<file path="src/rtl/pair_xfer_sequencer_if.sv">
// rtl/pair_xfer_sequencer_if.sv - control/strobe bundle between top-level control and the pair transfer sequencer
interface pair_xfer_sequencer_if;
  logic       start;
  logic       stall;
  logic       weA;
  logic       incA;
  logic       clrA;
  logic       weB;
  logic       incB;
  logic       clrB;
  logic       busy;
  logic       done;
  logic [2:0] phase;

  modport master (
    output start, stall,
    input  weA, incA, clrA, weB, incB, clrB, busy, done, phase
  );

  modport slave (
    input  start, stall,
    output weA, incA, clrA, weB, incB, clrB, busy, done, phase
  );
endinterface

</file>
<file path="src/rtl/pair_xfer_sequencer.sv">
// rtl/pair_xfer_sequencer.sv - loads A_DEPTH words into memory A, then reduces A pairwise into memory B
// Strobes are registered from the next state, so each output reflects the state entered at the last edge.
module pair_xfer_sequencer #(
  parameter int A_DEPTH = 8,
  parameter int CNT_W   = 4
) (
  input  logic                  clock,
  input  logic                  reset,
  pair_xfer_sequencer_if.slave  bus
);

  typedef enum logic [2:0] {
    S_IDLE   = 3'd0,
    S_CLR    = 3'd1,
    S_LOAD   = 3'd2,
    S_REWIND = 3'd3,
    S_PROC   = 3'd4,
    S_DONE   = 3'd5
  } state_t;

  typedef enum logic [1:0] {
    SUB_R0 = 2'd0,
    SUB_R1 = 2'd1,
    SUB_W  = 2'd2
  } sub_t;

  localparam logic [CNT_W-1:0] LOAD_END = CNT_W'(A_DEPTH);
  localparam logic [CNT_W-1:0] PAIR_END = CNT_W'(A_DEPTH / 2);

  state_t           r_state;
  sub_t             r_sub;
  logic [CNT_W-1:0] r_cnt;
  logic             r_bubble;
  logic             r_weA, r_incA, r_clrA, r_weB, r_incB, r_clrB, r_busy, r_done;

  state_t           w_state_nxt;
  sub_t             w_sub_nxt;
  sub_t             w_sub_adv;
  logic [CNT_W-1:0] w_cnt_nxt;
  logic [CNT_W-1:0] w_cnt_adv;
  logic             w_bubble_nxt;
  logic             w_active;
  logic             w_weA, w_incA, w_clrA, w_weB, w_incB, w_clrB, w_busy, w_done;

  always_ff @(posedge clock or posedge reset) begin
    if (reset) begin
      r_state  <= S_IDLE;
      r_sub    <= SUB_R0;
      r_cnt    <= '0;
      r_bubble <= 1'b0;
      r_weA    <= 1'b0;
      r_incA   <= 1'b0;
      r_clrA   <= 1'b0;
      r_weB    <= 1'b0;
      r_incB   <= 1'b0;
      r_clrB   <= 1'b0;
      r_busy   <= 1'b0;
      r_done   <= 1'b0;
    end else begin
      r_state  <= w_state_nxt;
      r_sub    <= w_sub_nxt;
      r_cnt    <= w_cnt_nxt;
      r_bubble <= w_bubble_nxt;
      r_weA    <= w_weA;
      r_incA   <= w_incA;
      r_clrA   <= w_clrA;
      r_weB    <= w_weB;
      r_incB   <= w_incB;
      r_clrB   <= w_clrB;
      r_busy   <= w_busy;
      r_done   <= w_done;
    end
  end

  // r_cnt/r_sub name the next step to execute; a step advances only after a non-bubble cycle,
  // and a stalled edge parks the advanced position behind a bubble instead of repeating it.
  always_comb begin
    w_state_nxt  = r_state;
    w_sub_nxt    = r_sub;
    w_cnt_nxt    = r_cnt;
    w_sub_adv    = r_sub;
    w_cnt_adv    = r_cnt;
    w_bubble_nxt = 1'b0;

    case (r_state)
      S_IDLE: begin
        if (bus.start) w_state_nxt = S_CLR;
      end
      S_CLR: begin
        w_state_nxt = S_LOAD;
        w_cnt_nxt   = '0;
      end
      S_LOAD: begin
        if (!r_bubble) w_cnt_adv = r_cnt + 1'b1;
        w_cnt_nxt = w_cnt_adv;
        if (bus.stall)                  w_bubble_nxt = 1'b1;
        else if (w_cnt_adv == LOAD_END) w_state_nxt  = S_REWIND;
      end
      S_REWIND: begin
        w_state_nxt = S_PROC;
        w_sub_nxt   = SUB_R0;
        w_cnt_nxt   = '0;
      end
      S_PROC: begin
        if (!r_bubble) begin
          case (r_sub)
            SUB_R0:  w_sub_adv = SUB_R1;
            SUB_R1:  w_sub_adv = SUB_W;
            default: begin
              w_sub_adv = SUB_R0;
              w_cnt_adv = r_cnt + 1'b1;
            end
          endcase
        end
        w_sub_nxt = w_sub_adv;
        w_cnt_nxt = w_cnt_adv;
        if (bus.stall)                  w_bubble_nxt = 1'b1;
        else if (w_cnt_adv == PAIR_END) w_state_nxt  = S_DONE;
      end
      S_DONE: begin
        w_state_nxt = S_IDLE;
      end
      default: begin
        w_state_nxt = S_IDLE;
      end
    endcase

    w_active = !w_bubble_nxt;
    w_weA    = (w_state_nxt == S_LOAD) && w_active;
    w_incA   = ((w_state_nxt == S_LOAD) && w_active) ||
               ((w_state_nxt == S_PROC) && w_active && (w_sub_nxt != SUB_W));
    w_clrA   = (w_state_nxt == S_CLR) || (w_state_nxt == S_REWIND);
    w_weB    = (w_state_nxt == S_PROC) && w_active && (w_sub_nxt == SUB_R1);
    w_incB   = (w_state_nxt == S_PROC) && w_active && (w_sub_nxt == SUB_W);
    w_clrB   = (w_state_nxt == S_CLR);
    w_busy   = (w_state_nxt == S_CLR) || (w_state_nxt == S_LOAD) ||
               (w_state_nxt == S_REWIND) || (w_state_nxt == S_PROC);
    w_done   = (w_state_nxt == S_DONE);
  end

  assign bus.weA   = r_weA;
  assign bus.incA  = r_incA;
  assign bus.clrA  = r_clrA;
  assign bus.weB   = r_weB;
  assign bus.incB  = r_incB;
  assign bus.clrB  = r_clrB;
  assign bus.busy  = r_busy;
  assign bus.done  = r_done;
  assign bus.phase = r_state;

endmodule

</file>
<file path="src/flat_wrapper.sv">
// flat-port wrapper written by rule: the top's interface ports become plain ports
module pair_xfer_sequencer_flat 
#(
  parameter int A_DEPTH = 8,
  parameter int CNT_W   = 4
)
  (clock, reset, bus_start, bus_stall, bus_weA, bus_incA, bus_clrA, bus_weB, bus_incB, bus_clrB, bus_busy, bus_done, bus_phase);
  pair_xfer_sequencer_if bus_i ();
  input  logic clock;
  input  logic reset;
  input wire logic [$bits(bus_i.start)-1:0] bus_start;
  input wire logic [$bits(bus_i.stall)-1:0] bus_stall;
  output wire logic [$bits(bus_i.weA)-1:0] bus_weA;
  output wire logic [$bits(bus_i.incA)-1:0] bus_incA;
  output wire logic [$bits(bus_i.clrA)-1:0] bus_clrA;
  output wire logic [$bits(bus_i.weB)-1:0] bus_weB;
  output wire logic [$bits(bus_i.incB)-1:0] bus_incB;
  output wire logic [$bits(bus_i.clrB)-1:0] bus_clrB;
  output wire logic [$bits(bus_i.busy)-1:0] bus_busy;
  output wire logic [$bits(bus_i.done)-1:0] bus_done;
  output wire logic [$bits(bus_i.phase)-1:0] bus_phase;
  assign bus_i.start = bus_start;
  assign bus_i.stall = bus_stall;
  assign bus_weA = bus_i.weA;
  assign bus_incA = bus_i.incA;
  assign bus_clrA = bus_i.clrA;
  assign bus_weB = bus_i.weB;
  assign bus_incB = bus_i.incB;
  assign bus_clrB = bus_i.clrB;
  assign bus_busy = bus_i.busy;
  assign bus_done = bus_i.done;
  assign bus_phase = bus_i.phase;
  pair_xfer_sequencer #(.A_DEPTH(A_DEPTH), .CNT_W(CNT_W)) u_core (.clock(clock), .reset(reset), .bus(bus_i));
endmodule
</file>
<file path="config.mk">
export PLATFORM = sky130hd
export DESIGN_NAME = pair_xfer_sequencer_flat
export DESIGN_NICKNAME = d
export VERILOG_FILES = /design/src/rtl/pair_xfer_sequencer_if.sv /design/src/rtl/pair_xfer_sequencer.sv /design/src/flat_wrapper.sv
export SDC_FILE = /design/constraint.sdc
export NUM_CORES = 1
export LEC_CHECK = 0
export BUFFER_PORTS_ARGS = -buffer_cell sky130_fd_sc_hd__buf_2
export CAP_MARGIN = 20
export CORE_UTILIZATION = 45
export DETAILED_ROUTE_END_ITERATION = 8
export GPL_TIMING_DRIVEN = 0
export HOLD_SLACK_MARGIN = 0.12
export PLACE_DENSITY = 0.71
export SLEW_MARGIN = 20
export SYNTH_ARGS = -nofsm -noshare
export SYNTH_HDL_FRONTEND = slang
export SYNTH_SLANG_ARGS = --single-unit
</file>
<file path="constraint.sdc">
create_clock -name clock -period 3.14 [get_ports clock]
set_input_delay 0.471 -clock clock [delete_from_list [all_inputs] [get_ports clock]]
set_output_delay 0.471 -clock clock [all_outputs]
set_load 0.1 [all_outputs]
</file>
[Yosys cells after proc, flatten, opt, wreduce, memory -nomap -nowiden]
Index checks and enable logic that the tools add are counted.
Word-level totals
  output and inout bits: 11
  input port bits: 4
  bits in registers: 18
Cells by class
  eq/ne operators: 15
  muxes and demuxes: 17
  reductions and logical operators: 17
  add/subtract/negate cells: 1
Operator list (number)
  2-to-1 mux 4 bit: 5
  2-to-1 mux 3 bit: 5
  one-hot mux 3 bit (5 select lines): 1
  equality test 3 x 2 -> 1 bit (second input constant): 4
  one-hot mux 4 bit (3 select lines): 1
  equality test 3 bit (second input constant): 3
  one-hot mux 2 bit (2 select lines): 2
  equality test 3 x 1 -> 1 bit (second input constant): 2
  OR reduction 2 bit: 3
  logical AND 1 bit: 5
  logical OR 1 bit: 5
  adder 4 x 1 -> 4 bit (second input constant): 1
  equality test 2 x 1 -> 1 bit (second input constant): 2
  equality test 4 x 3 -> 1 bit (second input constant): 1
  equality test 4 bit (second input constant): 1
  logical NOT 3 bit: 1
  nonzero test 3 bit: 1
  equality test 2 bit (second input constant): 1
  logical NOT 2 bit: 1
  2-to-1 mux 1 bit: 2
  2-to-1 mux 2 bit: 1
  inequality test 2 bit (second input constant): 1
  logical NOT 1 bit: 1

[Logic depth before layout (Yosys ltp)]
Gate-level depths: netlist of the first run.
  depth in word-level cells: 13
  depth in mapped cells: 6
  mapped depth without buffers: 6

[Worst setup path before layout of the first run]
Ideal clock, no wire load.
  path type: reg-to-reg
  start: register u_core.r_state[0] (netlist: u_core.bus.phase[0])
  end: register u_core.r_weB (netlist: u_core.bus.weB)
  path buffers: 1
  stages on the path, launching flop included: 7
  setup slack: 1045 ps
  data arrival time: 2015 ps
  required time: 3060 ps
  cell sequence: dfrtp_1 > buf_2 > nor2_1 > mux2_4 > a31oi_4 > o31ai_4 > nor3_2
On the way
  word-level cells in the longest chain between the ends: 6
  elaborated cells on any way between the ends: 19
Ends and longest elaborated chain
  from (decl): RTL line pair_xfer_sequencer.sv:30  | state_t r_state;
  from (signal assigned): RTL line pair_xfer_sequencer.sv:60  | r_state <= w_state_nxt;
  2-to-1 mux 3 bit (on tied branches): RTL line pair_xfer_sequencer.sv:118, pair_xfer_sequencer.sv:97
  2-to-1 mux 3 bit (on tied branches): RTL line pair_xfer_sequencer.sv:117, pair_xfer_sequencer.sv:96
  one-hot mux 3 bit (5 select lines) *: RTL line pair_xfer_sequencer.sv:85  | case (r_state)
  named net u_core.w_state_nxt[0]: RTL line pair_xfer_sequencer.sv:36  | state_t w_state_nxt;
  equality test 3 bit *: RTL line pair_xfer_sequencer.sv:133  | w_weB = (w_state_nxt == S_PROC) && w_active && (w_sub_nxt == SUB_R1);
  logical AND 1 bit * (2 in series): RTL line pair_xfer_sequencer.sv:133
  named net u_core.w_weB: RTL line pair_xfer_sequencer.sv:43  | logic w_weA, w_incA, w_clrA, w_weB, w_incB, w_clrB, w_busy, w_done;
  to (signal assigned): RTL line pair_xfer_sequencer.sv:67  | r_weB <= w_weB;
  to (decl): RTL line pair_xfer_sequencer.sv:34  | logic r_weA, r_incA, r_clrA, r_weB, r_incB, r_clrB, r_busy, r_done;
The timed path passes the listed nets; every way through them passes the cells marked *.
A chain may end at the register's enable or synchronous reset.

[Final worst setup path of the first run]
  start: register u_core.r_cnt[0]
  end: register u_core.r_weB (netlist: u_core.bus.weB)
On the way
  word-level cells in the longest chain between the ends: 11
  elaborated cells on any way between the ends: 16
Ends and longest elaborated chain
  from (decl): RTL line pair_xfer_sequencer.sv:32  | logic [CNT_W-1:0] r_cnt;
  from (signal assigned): RTL line pair_xfer_sequencer.sv:62  | r_cnt <= w_cnt_nxt;
  adder 4 x 1 -> 4 bit: RTL line pair_xfer_sequencer.sv:94, pair_xfer_sequencer.sv:111
  2-to-1 mux 4 bit: RTL line pair_xfer_sequencer.sv:106  | case (r_sub)
  2-to-1 mux 4 bit: RTL line pair_xfer_sequencer.sv:105  | if (!r_bubble) begin
  2-to-1 mux 4 bit: RTL line pair_xfer_sequencer.sv:85
  equality test 4 x 3 -> 1 bit: RTL line pair_xfer_sequencer.sv:118  | else if (w_cnt_adv == PAIR_END) w_state_nxt = S_DONE;
  2-to-1 mux 3 bit: RTL line pair_xfer_sequencer.sv:118
  2-to-1 mux 3 bit: RTL line pair_xfer_sequencer.sv:117  | if (bus.stall) w_bubble_nxt = 1'b1;
  one-hot mux 3 bit (5 select lines) *: RTL line pair_xfer_sequencer.sv:85
  named net u_core.w_state_nxt[0]: RTL line pair_xfer_sequencer.sv:36
  equality test 3 bit *: RTL line pair_xfer_sequencer.sv:133
  logical AND 1 bit * (2 in series): RTL line pair_xfer_sequencer.sv:133
  named net u_core.w_weB: RTL line pair_xfer_sequencer.sv:43
The timed path passes the listed nets; every way through them passes the cells marked *. The select of a mux whose other input is x is not followed.

==> flow_summary.ini, run 1 <==
[route]
viasPerCell = 5.541
ant_nets = 0
wirelength_um = 1944
drtIter0Drc = 23
first_pass_iters = 5
wl_per_cell_um = 13.14
vias = 820
drcViolationCount = 0

[placement]
hpwl_um = 1452
port-buffer-count = 14
place_ws_ps = 1289
gp_congestion = 0.7936

[clocking]
cts.sink_count = 18
cts_tree = done
cts-root-buf = clkbuf_4
cts_setup_buffers = 0
clock_path_buffers = 2
cts_buffers = 3
clk_pin_slew_worst_paths_ps = 100
cts_resized = 0
insertion_delay_ps = 290
ctsHoldBuffers = 0
h-tree-depth = 1

[final_layout]
drive_above_1_share_pct = 26.45
seqCellArea_um2 = 450.4
multi_input_area_um2 = 533.0
num_antenna_cells = 0
fillers = 188
fin_util_pct = 56.61
nets = 127
area_delta_synth_final_pct = 13.64

[logic_synthesis]
syn-cell-area_um2 = 1027
synth_area_leader_cell = dfrtp_1
synth_area_leaders = dfrtp_1, nor2_1, nor2b_1
ys_ff_latch = 18
async_flop_share_pct = 100.0
yosysMostFrequentCell = dfrtp_1
synth_warnings = 0
synth-edff-count = 0
synth_cells = 103
ys_seq_area_share_pct = 43.85
synth_ff_type = dfrtp_1
avgSynthCellArea_um2 = 9.973
synth_fp_nets = 108
synthDominantCellAreaShare_pct = 43.85
ys_top_cells_by_count = dfrtp_1, nor2_1, nand2_1
synth_cell_types = 37

[timing]
max_freq_mhz = 535.6
slew_violations = 0
finalHoldViolations = 0
skew_ps = 3.641
slew_headroom_pct = 56.34
rsz0062_at_grt = false
fin_crit_sh_pct = 59.46
worstMarginPinSlew_ps = 654.2
layout_min_cycle_time_ps = 1867
fin_ws_ps = 1273
fin_setup_tns_ps = 0
holdWs_ps = 246.4
setup_viol = 0

[critical_path]
crit_path_start_kind = flop
worst-path-max-fanout = 9
ff2ff_setup_slack_ps = 1270
crit_arrival_ps = 2050
critPathRequiredTime_ps = 3320
endpoint_kind = flop
worstSetupPathType = reg -> reg

[grt]
grt_max_degree = 19
antenna_found_initial = 0
grt-ovfl-total = 0
grt_pass1_wl_um = 3381
grt_pass1_vias = 738
grt_usage_pct = 18.29

[floorplan]
num_rows = 16
die_x_um = 49.78
core_um2 = 2062
initial_core_util_pct = 49.82
ioPinCount = 15
die_h_um = 49.78
die_area_um2 = 2478

[hold_path]
hold_path.class = in -> async

[job]
max_cap_violations = 0

[status]
run_status = completed
[through the flow]
stage / cell area (um^2) / instances
after floorplan: 1027 / 103
after CTS: 1167 / 148
after detailed placement: 1131 / 144
after global routing: 1167 / 148
final: 1167 / 148
after global placement: 1131 / 144
[cell usage in the layout, fill, tap and decap left out, types with 2 or more instances in the layout]
master | synthesis | final
nor3_1 | 4 | 4
nand3b_1 | 4 | 4
nor2b_1 | 6 | 6
nand3_1 | 2 | 2
o21ai_0 | 4 | 4
nand2_1 | 7 | 7
buf_2 | 5 | 19
a21oi_1 | 6 | 6
a22o_1 | 2 | 2
nand2b_1 | 4 | 4
nor2_1 | 11 | 11
xnor2_1 | 2 | 2
inv_1 | 5 | 5
clkbuf_4 | 0 | 3
dfrtp_1 | 18 | 18
[registers in the layout, summed over array words and instances, names as in the netlist]
name	cells
u_core.r_cnt	4
u_core.bus.phase	3
u_core.r_sub	2
u_core.bus.busy	1
u_core.bus.clrA	1
u_core.bus.clrB	1
u_core.bus.done	1
u_core.bus.incA	1
u_core.bus.incB	1
u_core.bus.weA	1
u_core.bus.weB	1
u_core.r_bubble	1
[critical path, stage by stage, from the launching register on]
cell and delay, ps:
dfrtp_1 490, ha_1 380, nand4bb_1 200, o31ai_1 100
nand4b_2 230, o31ai_4 280, nor3_2 80
[layout make-up]
cell class | count | share of cell area, %
buffer | 5 | 2.144
clock buffer | 4 | 3.108
inverter | 5 | 1.608
multi-input combinational | 75 | 45.66
sequential | 18 | 38.59
tap | 27 | 2.894
timing repair buffer | 14 | 6.002
[kinds of logic after synthesis]
family / Yosys count / share of synthesized area [%]
and+or+nand+nor: 47 / 27.65
AOI/OAI and AO/OA: 22 / 17.91
DFF: 18 / 43.85
buffers and inverters: 10 / 4.263
xor gates and xnor gates: 3 / 2.558
muxes: 2 / 2.557
adders and majority gates: 1 / 1.218
[path summary, 6_finish.rpt]
kind	end	startpoint	cells after the start
setup / recovery	u_core.bus.weB	u_core.r_cnt[0]	6
hold / removal	u_core.bus.busy	reset	2
setup reg to reg	u_core.bus.weB	u_core.r_cnt[0]	6
hold reg to reg	u_core.r_cnt[1]	u_core.r_cnt[1]	2
max in group asynchronous	u_core.bus.phase[2]	reset	2
min in group clock	u_core.bus.done	bus_stall	2
[per-layer routing]
layer	up-vias	share of wire [%]	wire length, um	global-route usage [%]
li1	403	-	-	-
met1	392	48	942	24.66
met2	25	46	900	28.60
met3	0	5.2	101	5.556
met4	0	0	0	4.286
met5	-	0	0	0
Power of run 1 is left out: the tool's default activity adds up to more than one toggle a clock period on the data nets, which glitch-free logic cannot reach.
==> run 2: changes to the inputs <==
- PLACE_DENSITY: 0.71 -> 0.74
- clock period: 3.14 -> 1.5 ns (I/O delays scaled with it)
==> flow_summary.ini, run 2 (same netlist as run 1, synthesis figures left out) <==
[critical_path]
worst-path-max-fanout = 10
endpoint_kind = flop
crit_path_start_kind = flop
cpMaxStageDelayCell = dfrtp_1
worstSetupPathType = reg -> reg
critPathRequiredTime_ps = 1700
worstPathCellList = buf_4 > nand3b_1 > xnor2_2 > nand4b_4 > o31ai_4 > nor2_1
cpPeakStageDelay_ps = 420
crit_arrival_ps = 1840

[status]
run_status = complete, but fails checks
violations = negative setup slack

[final_layout]
num_antenna_cells = 0
final_area_um2 = 1439
fin_util_pct = 69.78
fillers = 151
nets = 142
final_common_cell = buf_2
layout_common_cells = buf_2, buf_4, dfrtp_1
largest_reg_flops = 4
drive_above_1_share_pct = 48.53
area_delta_synth_final_pct = 40.07
regMostFlops = u_core.r_cnt
multi_input_area_um2 = 639.4
seqCellArea_um2 = 465.4

[placement]
gp_congestion = 0.8471
placed_area_um2 = 1181
hpwl_um = 1526
port-buffer-count = 14

[floorplan]
die_area_um2 = 2478
ioPinCount = 15
die_h_um = 49.78
initial_core_util_pct = 49.82
core_um2 = 2062
num_rows = 16
die_x_um = 49.78

[clocking]
clk_pin_slew_worst_paths_ps = 110
cts-root-buf = clkbuf_4
insertion_delay_ps = 300
h-tree-depth = 1
clock_path_buffers = 2
cts_buffers = 3
cts.sink_count = 18
cts_tree = done

[route]
wl_per_cell_um = 15.99
wirelength_um = 2606
drcViolationCount = 0
viasPerCell = 5.479
ant_nets = 0
first_pass_iters = 4
drtIter0Drc = 17
vias = 893

[timing]
fin_crit_sh_pct = 109.8
fin_ws_ps = -146.6
slew_violations = 0
slew_headroom_pct = 53.92
fin_setup_tns_ps = -865.4
finalHoldViolations = 0
skew_ps = 8.615
holdWs_ps = 211.2
max_freq_mhz = 607.3
layout_min_cycle_time_ps = 1647
rsz0062_at_grt = true
worstMarginPinSlew_ps = 690.5
setup_viol = 8

[grt]
grt_pass1_wl_um = 3836
grt-ovfl-total = 0
grt_use_met3_pct = 3.704
grt_pass1_vias = 807
antenna_found_initial = 0
grtUsageMet1_pct = 27.15
grt_usage_pct = 21.41
met2_usage_pct = 35.14
busiest_layer = met2
grt_max_degree = 19

[job]
max_cap_violations = 0

[hold_path]
hold_path.class = in -> reg
-- run 2: final cells by class --
class | count | share of cell area, %
well taps | 27 | 2.348
inverters | 5 | 1.304
flip-flops and latches | 18 | 32.35
plain buffers | 5 | 3.652
repair buffers | 29 | 13.39
clock buffers | 4 | 2.522
multi-input cells | 75 | 44.43
-- run 2: final timing paths --
check / to / slack [ps] / cells past startpoint / from
max reg2reg: u_core.bus.incA / -150 / 6 / u_core.r_bubble
min reg2reg: u_core.r_cnt[2] / 620 / 1 / u_core.r_cnt[2]
min: u_core.bus.clrB / 210 / 2 / bus_start
max in group asynchronous: u_core.bus.phase[2] / 440 / 3 / reset
max: u_core.bus.incA / -150 / 6 / u_core.r_bubble
min in group asynchronous: u_core.bus.phase[1] / 550 / 3 / reset
-- run 2: what timing repair did --
item / CTS / global route
hold buffers: 1 / 0
gates resized for setup: 5 / 20
endpoints found under the setup margin: 10 / 11
setup buffers: 6 / 8
hold endpoints to repair: 18 / 0
pin swaps: 9 / 6
cloned: 0 / 0
-- run 2: per-stage QoR --
step	worst slack (ps)	cells
2_1_floorplan	-113.2	103
3_3_place_gp	-224.9	144
3_5_place_dp	-238.4	144
4_1_cts	-167.4	155
5_1_grt	-211.8	163
6_report	-146.6	163
-- run 2: routing by layer --
| layer | part of all wire (%) | up-vias | wire length, um |
|---|---|---|---|
| li1 | - | 432 | - |
| met1 | 45 | 432 | 1166 |
| met2 | 49 | 22 | 1285 |
| met3 | 3.5 | 7 | 90 |
| met4 | 2.5 | 0 | 64 |
| met5 | 0 | - | 0 |
-- run 2: worst max-delay path: cells and delay by family, from the launching register on --
family / cells / cell delay [ps]
XOR/XNOR: 1 / 230
AO/OA/AOI/OAI: 1 / 250
AND/OR/NAND/NOR: 3 / 450
flip-flops: 1 / 420
buffers and inverters: 1 / 190
Power of run 2 is left out for the same reason.
